===== src/rtl/uart_pkg.sv =====
// Shared UART definitions: FSM state encoding, default oversampling ratio and
// the parity helper used by the transmitter and receiver.
package uart_pkg;

  localparam int unsigned OVERSAMPLE_DEFAULT = 16;

  localparam logic [2:0] STATE_IDLE   = 3'd0;
  localparam logic [2:0] STATE_START  = 3'd1;
  localparam logic [2:0] STATE_DATA   = 3'd2;
  localparam logic [2:0] STATE_PARITY = 3'd3;
  localparam logic [2:0] STATE_STOP   = 3'd4;

  typedef enum logic [2:0] {
    ST_IDLE   = STATE_IDLE,
    ST_START  = STATE_START,
    ST_DATA   = STATE_DATA,
    ST_PARITY = STATE_PARITY,
    ST_STOP   = STATE_STOP
  } uart_state_e;

  // Callers zero-extend narrower words; the extra zeros do not change the result.
  function automatic logic parity_calc(input logic [7:0] data, input logic odd);
    return (^data) ^ odd;
  endfunction

endpackage


===== src/rtl/uart_tx.sv =====
// UART transmitter: start bit, LSB-first data, optional parity, 1 or 2 stop bits,
// timed by a shared 16x baud tick, with a one-word holding register for back-to-back frames.
module uart_tx
  import uart_pkg::*;
#(
  parameter int unsigned DATA_BITS  = 8,
  parameter int unsigned OVERSAMPLE = OVERSAMPLE_DEFAULT,
  parameter int unsigned PARITY_EN  = 0,
  parameter int unsigned PARITY_ODD = 0,
  parameter int unsigned STOP_BITS  = 1
) (
  input  logic                 clk,
  input  logic                 rst,
  input  logic                 baud_tick_16x,
  input  logic [DATA_BITS-1:0] tx_data,
  input  logic                 tx_valid,
  output logic                 tx_ready,
  output logic                 tx,
  output logic                 tx_busy,
  output logic                 tx_done,
  output uart_state_e          dbg_state
);

  // Handshake: a word is taken on a rising clk edge where tx_valid && tx_ready;
  // tx_ready depends only on the holding-register flag, never on tx_valid.

  localparam int unsigned TW = (OVERSAMPLE > 1) ? $clog2(OVERSAMPLE) : 1;
  localparam logic [TW-1:0] TICK_LAST = TW'(OVERSAMPLE - 1);
  localparam logic [3:0]    DATA_LAST = 4'(DATA_BITS - 1);
  localparam logic [3:0]    STOP_LAST = 4'(STOP_BITS - 1);

  uart_state_e          state_q, state_d;
  logic [DATA_BITS-1:0] hold_q, hold_d;
  logic                 hold_full_q, hold_full_d;
  logic [DATA_BITS-1:0] shift_q, shift_d;
  logic                 par_q, par_d;
  logic [TW-1:0]        tick_cnt_q, tick_cnt_d;
  logic [3:0]           bit_cnt_q, bit_cnt_d;
  logic                 tx_q, tx_d;
  logic                 done_q, done_d;

  logic                 accept;
  logic                 bit_end;
  logic                 load_hold;
  logic                 load_direct;
  logic [DATA_BITS-1:0] load_data;
  logic [7:0]           par_in;

  assign accept  = tx_valid && !hold_full_q;
  assign bit_end = baud_tick_16x && (tick_cnt_q == TICK_LAST);

  always_comb begin
    state_d     = state_q;
    hold_d      = hold_q;
    hold_full_d = hold_full_q;
    shift_d     = shift_q;
    par_d       = par_q;
    tick_cnt_d  = tick_cnt_q;
    bit_cnt_d   = bit_cnt_q;
    done_d      = 1'b0;
    load_hold   = 1'b0;
    load_direct = 1'b0;
    load_data   = hold_q;
    par_in      = '0;
    tx_d        = 1'b1;

    if (accept) begin
      hold_d      = tx_data;
      hold_full_d = 1'b1;
    end

    if (state_q != ST_IDLE && baud_tick_16x) begin
      tick_cnt_d = bit_end ? '0 : tick_cnt_q + 1'b1;
    end

    case (state_q)
      ST_IDLE: begin
        if (hold_full_q) load_hold = 1'b1;
      end
      ST_START: begin
        if (bit_end) begin
          state_d   = ST_DATA;
          bit_cnt_d = '0;
        end
      end
      ST_DATA: begin
        if (bit_end) begin
          shift_d = shift_q >> 1;
          if (bit_cnt_q == DATA_LAST) begin
            bit_cnt_d = '0;
            state_d   = (PARITY_EN != 0) ? ST_PARITY : ST_STOP;
          end else begin
            bit_cnt_d = bit_cnt_q + 4'd1;
          end
        end
      end
      ST_PARITY: begin
        if (bit_end) begin
          state_d   = ST_STOP;
          bit_cnt_d = '0;
        end
      end
      ST_STOP: begin
        if (bit_end) begin
          if (bit_cnt_q == STOP_LAST) begin
            done_d    = 1'b1;
            bit_cnt_d = '0;
            // A word arriving on the very last tick bypasses the hold register.
            if (hold_full_q)  load_hold   = 1'b1;
            else if (accept)  load_direct = 1'b1;
            else              state_d     = ST_IDLE;
          end else begin
            bit_cnt_d = bit_cnt_q + 4'd1;
          end
        end
      end
      default: state_d = ST_IDLE;
    endcase

    if (load_hold || load_direct) begin
      load_data                 = load_hold ? hold_q : tx_data;
      par_in[DATA_BITS-1:0]     = load_data;
      shift_d                   = load_data;
      par_d                     = parity_calc(par_in, PARITY_ODD != 0);
      hold_full_d               = 1'b0;
      state_d                   = ST_START;
      tick_cnt_d                = '0;
      bit_cnt_d                 = '0;
    end

    // Line level is derived from the next state so tx itself is a plain register.
    case (state_d)
      ST_START:  tx_d = 1'b0;
      ST_DATA:   tx_d = shift_d[0];
      ST_PARITY: tx_d = par_d;
      default:   tx_d = 1'b1;
    endcase
  end

  always_ff @(posedge clk) begin
    if (rst) begin
      state_q     <= ST_IDLE;
      hold_q      <= '0;
      hold_full_q <= 1'b0;
      shift_q     <= '0;
      par_q       <= 1'b0;
      tick_cnt_q  <= '0;
      bit_cnt_q   <= '0;
      tx_q        <= 1'b1;
      done_q      <= 1'b0;
    end else begin
      state_q     <= state_d;
      hold_q      <= hold_d;
      hold_full_q <= hold_full_d;
      shift_q     <= shift_d;
      par_q       <= par_d;
      tick_cnt_q  <= tick_cnt_d;
      bit_cnt_q   <= bit_cnt_d;
      tx_q        <= tx_d;
      done_q      <= done_d;
    end
  end

  assign tx_ready  = !hold_full_q;
  assign tx        = tx_q;
  assign tx_busy   = (state_q != ST_IDLE);
  assign tx_done   = done_q;
  assign dbg_state = state_q;

endmodule


===== config.mk =====
export PLATFORM = sky130hd
export DESIGN_NAME = uart_tx
export DESIGN_NICKNAME = d
export VERILOG_FILES = /design/src/rtl/uart_pkg.sv /design/src/rtl/uart_tx.sv
export SDC_FILE = /design/constraint.sdc
export NUM_CORES = 1
export LEC_CHECK = 0
export BUFFER_PORTS_ARGS = -buffer_cell sky130_fd_sc_hd__buf_2
export CAP_MARGIN = 5
export CORE_MARGIN = 2
export CORE_UTILIZATION = 58
export CTS_BUF_LIST = sky130_fd_sc_hd__clkbuf_2 sky130_fd_sc_hd__clkbuf_4 sky130_fd_sc_hd__clkbuf_8
export CTS_CLUSTER_SIZE = 8
export DETAILED_ROUTE_END_ITERATION = 7
export PLACE_DENSITY = 0.83
export SETUP_SLACK_MARGIN = 0.15
export SLEW_MARGIN = 20
export SYNTH_ARGS = -nofsm -noshare
export SYNTH_HDL_FRONTEND = slang
export SYNTH_SLANG_ARGS = --single-unit

===== constraint.sdc =====
create_clock -name clk -period 5 [get_ports clk]
set_input_delay 0.75 -clock clk [delete_from_list [all_inputs] [get_ports clk]]
set_output_delay 0.75 -clock clk [all_outputs]
set_load 0.02 [all_outputs]

==> flow_summary_export.csv <==
group,metric,value,unit
placed_design,gp_congestion,0.901,
placed_design,port_buffers,18,
floorplanning,boundaryPins,19,
logic_synthesis,syn_nets,204,
sta,finalHoldViolCount,0,
grt,grt-ovfl-total,0,
cts,cts.htree.levels,2,
cts,clk_pin_slew,0.09,ns
power_and_ir_drop,p_leak,0.728,nW
logic_synthesis,ys_ff_latch,31,
worst_hold_path,hold_path.class,"flop to flop",
floorplanning,rows,19,
floorplanning,initial_utilization,61.8,%
critical_path,cp_slowest_stage_delay,0.54,ns
sta,finalSetupTns,0,ns
logic_synthesis,synth_edf_count,0,
power_and_ir_drop,power_density,280,nW/um^2
logic_synthesis,synth_compound_area_share,17.2,%
sta,tightestPinTransition,0.552,ns
final_layout,final_cell_mix,"dfxtp_1 (31), nor2_1 (21), buf_2 (18), nand2_1 (16), mux2i_1 (15)",
worst_hold_path,hold_start,"shift_q[2]",
cts,postCtsResizedCells,0,
critical_path,worstSetupStartpointType,"flop",
route,drt-wirelength-per-cell,14.0,um
logic_synthesis,synth-xor-area-share,7.65,%
cts,root_buffer,"clkbuf_4",
floorplanning,die_x,58.4,um
floorplanning,die_h,58.4,um
critical_path,r2r_slack,3.11,ns
critical_path,cp-end-kind,"primary output",
worst_hold_path,whs_endpoint,"shift_q[2]",
sta,slew_viol_final,0,
critical_path,slowest_stage,"or3_1",
critical_path,r2r_end,"bit_cnt_q[2]",
power_and_ir_drop,max-vdd-ir-drop,271,uV
sta,grt_setup_unrepaired,"false",
cts,cts_tree,"built",
final_layout,antenna_cells,0,
logic_synthesis,synth_simple_gate_area_share,23.2,%
sta,slew_headroom,63.1,%
sta,fmax,0.433,GHz
route,ant_nets,0,
route,first_iter_violations,41,
logic_synthesis,synth.avg_cell_area,9.09,sq um
final_layout,final_nets,222,
final_layout,area_growth,7.36,%
route,drt_wl_total,3330,um
placed_design,pre_cts_ws,2.91,ns
outcome,status,"finished, final reports clean",
final_layout,drive_above_1_share,18.8,%
final_layout,fillers,235,
critical_path,criticalPathCategory,"flop to primary output",
floorplanning,core,2780,sq um
cts,post_cts_buffers,0,
critical_path,r2r_start,"dbg_state[0]",
cts,cts_sinks,31,
critical_path,path_buf_inv,1,
critical_path,worstPathCellList,"or3_1 > buf_2",
sta,layout_setup_ws,2.69,ns
logic_synthesis,synth_top_family_by_area,"simple AND/OR/NAND/NOR gates",
logic_synthesis,async_flop_share,0,%
grt,grt_max_degree,23,
logic_synthesis,netlist_area,1720,sq um
cts,worstSkewPairLatency,0.33,ns
sta,layout_worst_path_cycle_share,46.2,%
logic_synthesis,synth-main-ff-cell,"dfxtp_1",
grt,grt_pass1_wl,5630,um
cts,numCtsBuffers,5,
worst_hold_path,hold_depth,2,
grt,grtUsageTotal,21.7,%
logic_synthesis,synthCells,189,
route,viasPerCell,5.88,
run,cap_violations,0,
sta,fin_skew,0.00479,ns
sta,setup_violations,0,
sta,period_minus_slack,2.31,ns
critical_path,required,4.25,ns
placed_design,place.detailed.hpwl,2480,um
grt,antenna_found_initial,0,
critical_path,critPathMaxFanout,15,
route,vias,1400,
floorplanning,fp.dieArea,3410,sq um
cts,postCtsHoldBufs,0,
logic_synthesis,synthAdderAreaFrac,2.18,%
logic_synthesis,synth_cell_types,53,
logic_synthesis,yosys_warnings,0,
critical_path,cp.arrival,1.56,ns
logic_synthesis,synth-seq-area-share,36.1,%
grt,grt_pass1_vias,1249,
final_layout,layout_commonest_cell,"dfxtp_1",
critical_path,r2r_cells,4,
route,first_pass_iters,4,
cts,cts_buffer_depth,2,
critical_path,crit_family,"simple AND/OR/NAND/NOR gates",
route,drc,0,
logic_synthesis,synth_mux_area_share,8.74,%
[flip-flops by register name, indices dropped and copies added (netlist names)]
register / count
hold_q: 8
par_q: 1
bit_cnt_q: 4
dbg_state: 3
shift_q: 8
tx_done: 1
tx: 1
tick_cnt_q: 4
hold_full_q: 1
[tightest hold or removal path: stages (launching register included)]
cell and delay, ns:
dfxtp_1 0.32, nand2_1 0.05, a21oi_1 0.06
[cells by family (layout without fill, tap and decap cells)]
logic type | Yosys count | after routing
adder cells (fa/ha/maj) | 3 | 3
buffers and inverters | 14 | 32
XOR/XNOR | 15 | 15
AO/OA/AOI/OAI | 41 | 41
flip-flops | 31 | 31
multiplexers | 15 | 15
AND/OR/NAND/NOR | 70 | 70
[worst max path at each step]
stage                 endpoint           from  slack, ns  cells past startpoint
CTS                    tx_busy   dbg_state[0]       2.70                      2
global route           tx_busy   dbg_state[0]       2.63                      2
global placement         par_q  baud_tick_16x       2.99                      6
floorplan                par_q  baud_tick_16x       3.20                      5
detailed placement  shift_q[0]  baud_tick_16x       2.91                      5
finish                 tx_busy   dbg_state[0]       2.69                      2
[final cells by class]
cell class | instances | area (sq um) | share of cell area, %
timing repair buffer | 18 | 90.1 | 4.88
multi-input combinational | 144 | 1010 | 54.9
clock buffer | 6 | 51.3 | 2.78
tap | 31 | 38.8 | 2.10
clock inverter | 1 | 5.00 | 0.271
sequential | 31 | 621 | 33.6
inverter | 7 | 26.3 | 1.42
[Yosys cell counts, drive strengths merged, types with 2 or more instances]
| cell | number | share of area, % |
|---|---|---|
| buf | 4 | 1.6 |
| nand3 | 5 | 1.7 |
| xnor2 | 14 | 7.1 |
| nor3 | 5 | 2.1 |
| a31oi | 2 | 0.73 |
| a2bb2oi | 7 | 3.6 |
| o21ai | 5 | 1.7 |
| nor3b | 2 | 0.87 |
| a21oi | 15 | 4.6 |
| and3b | 2 | 1.0 |
| nand4 | 2 | 1.6 |
| nor4 | 2 | 1.1 |
| inv | 7 | 1.5 |
| clkbuf | 3 | 1.8 |
| dfxtp | 31 | 36 |
| nand2b | 2 | 0.73 |
| or4 | 2 | 0.87 |
| ha | 3 | 2.2 |
| mux2i | 15 | 8.7 |
| or3b | 2 | 1.2 |
| or3 | 2 | 0.73 |
| nand2 | 18 | 4.2 |
| nor2 | 21 | 4.6 |
[per-stage QoR]
step	area [sq um]	instances	hold WS, ns	util (%)	power (mW)
CTS	1840	238	0.475	66.3	0.518
finish	1840	238	0.475	66.3	0.516
floorplan	1720	189	0.437	-	0.353
global placement	1790	231	0.459	64.3	0.369
global route	1840	238	0.509	66.3	0.539
detailed placement	1790	231	0.461	64.3	0.373
[routing by layer]
| metal | up-vias | wire [um] | GRT usage [%] |
|---|---|---|---|
| met5 | - | 0 | 0 |
| met4 | 0 | 45 | 7.31 |
| met3 | 5 | 164 | 7.25 |
| met2 | 28 | 1490 | 32.3 |
| met1 | 655 | 1630 | 29.6 |
| li1 | 712 | - | - |
[power by group]
part | internal, mW | switching (mW)
sequential | 0.259 | 0.0142
clock | 0.0650 | 0.0826
combinational | 0.0452 | 0.0500
No activity file was read; power rests on OpenSTA's default activity.
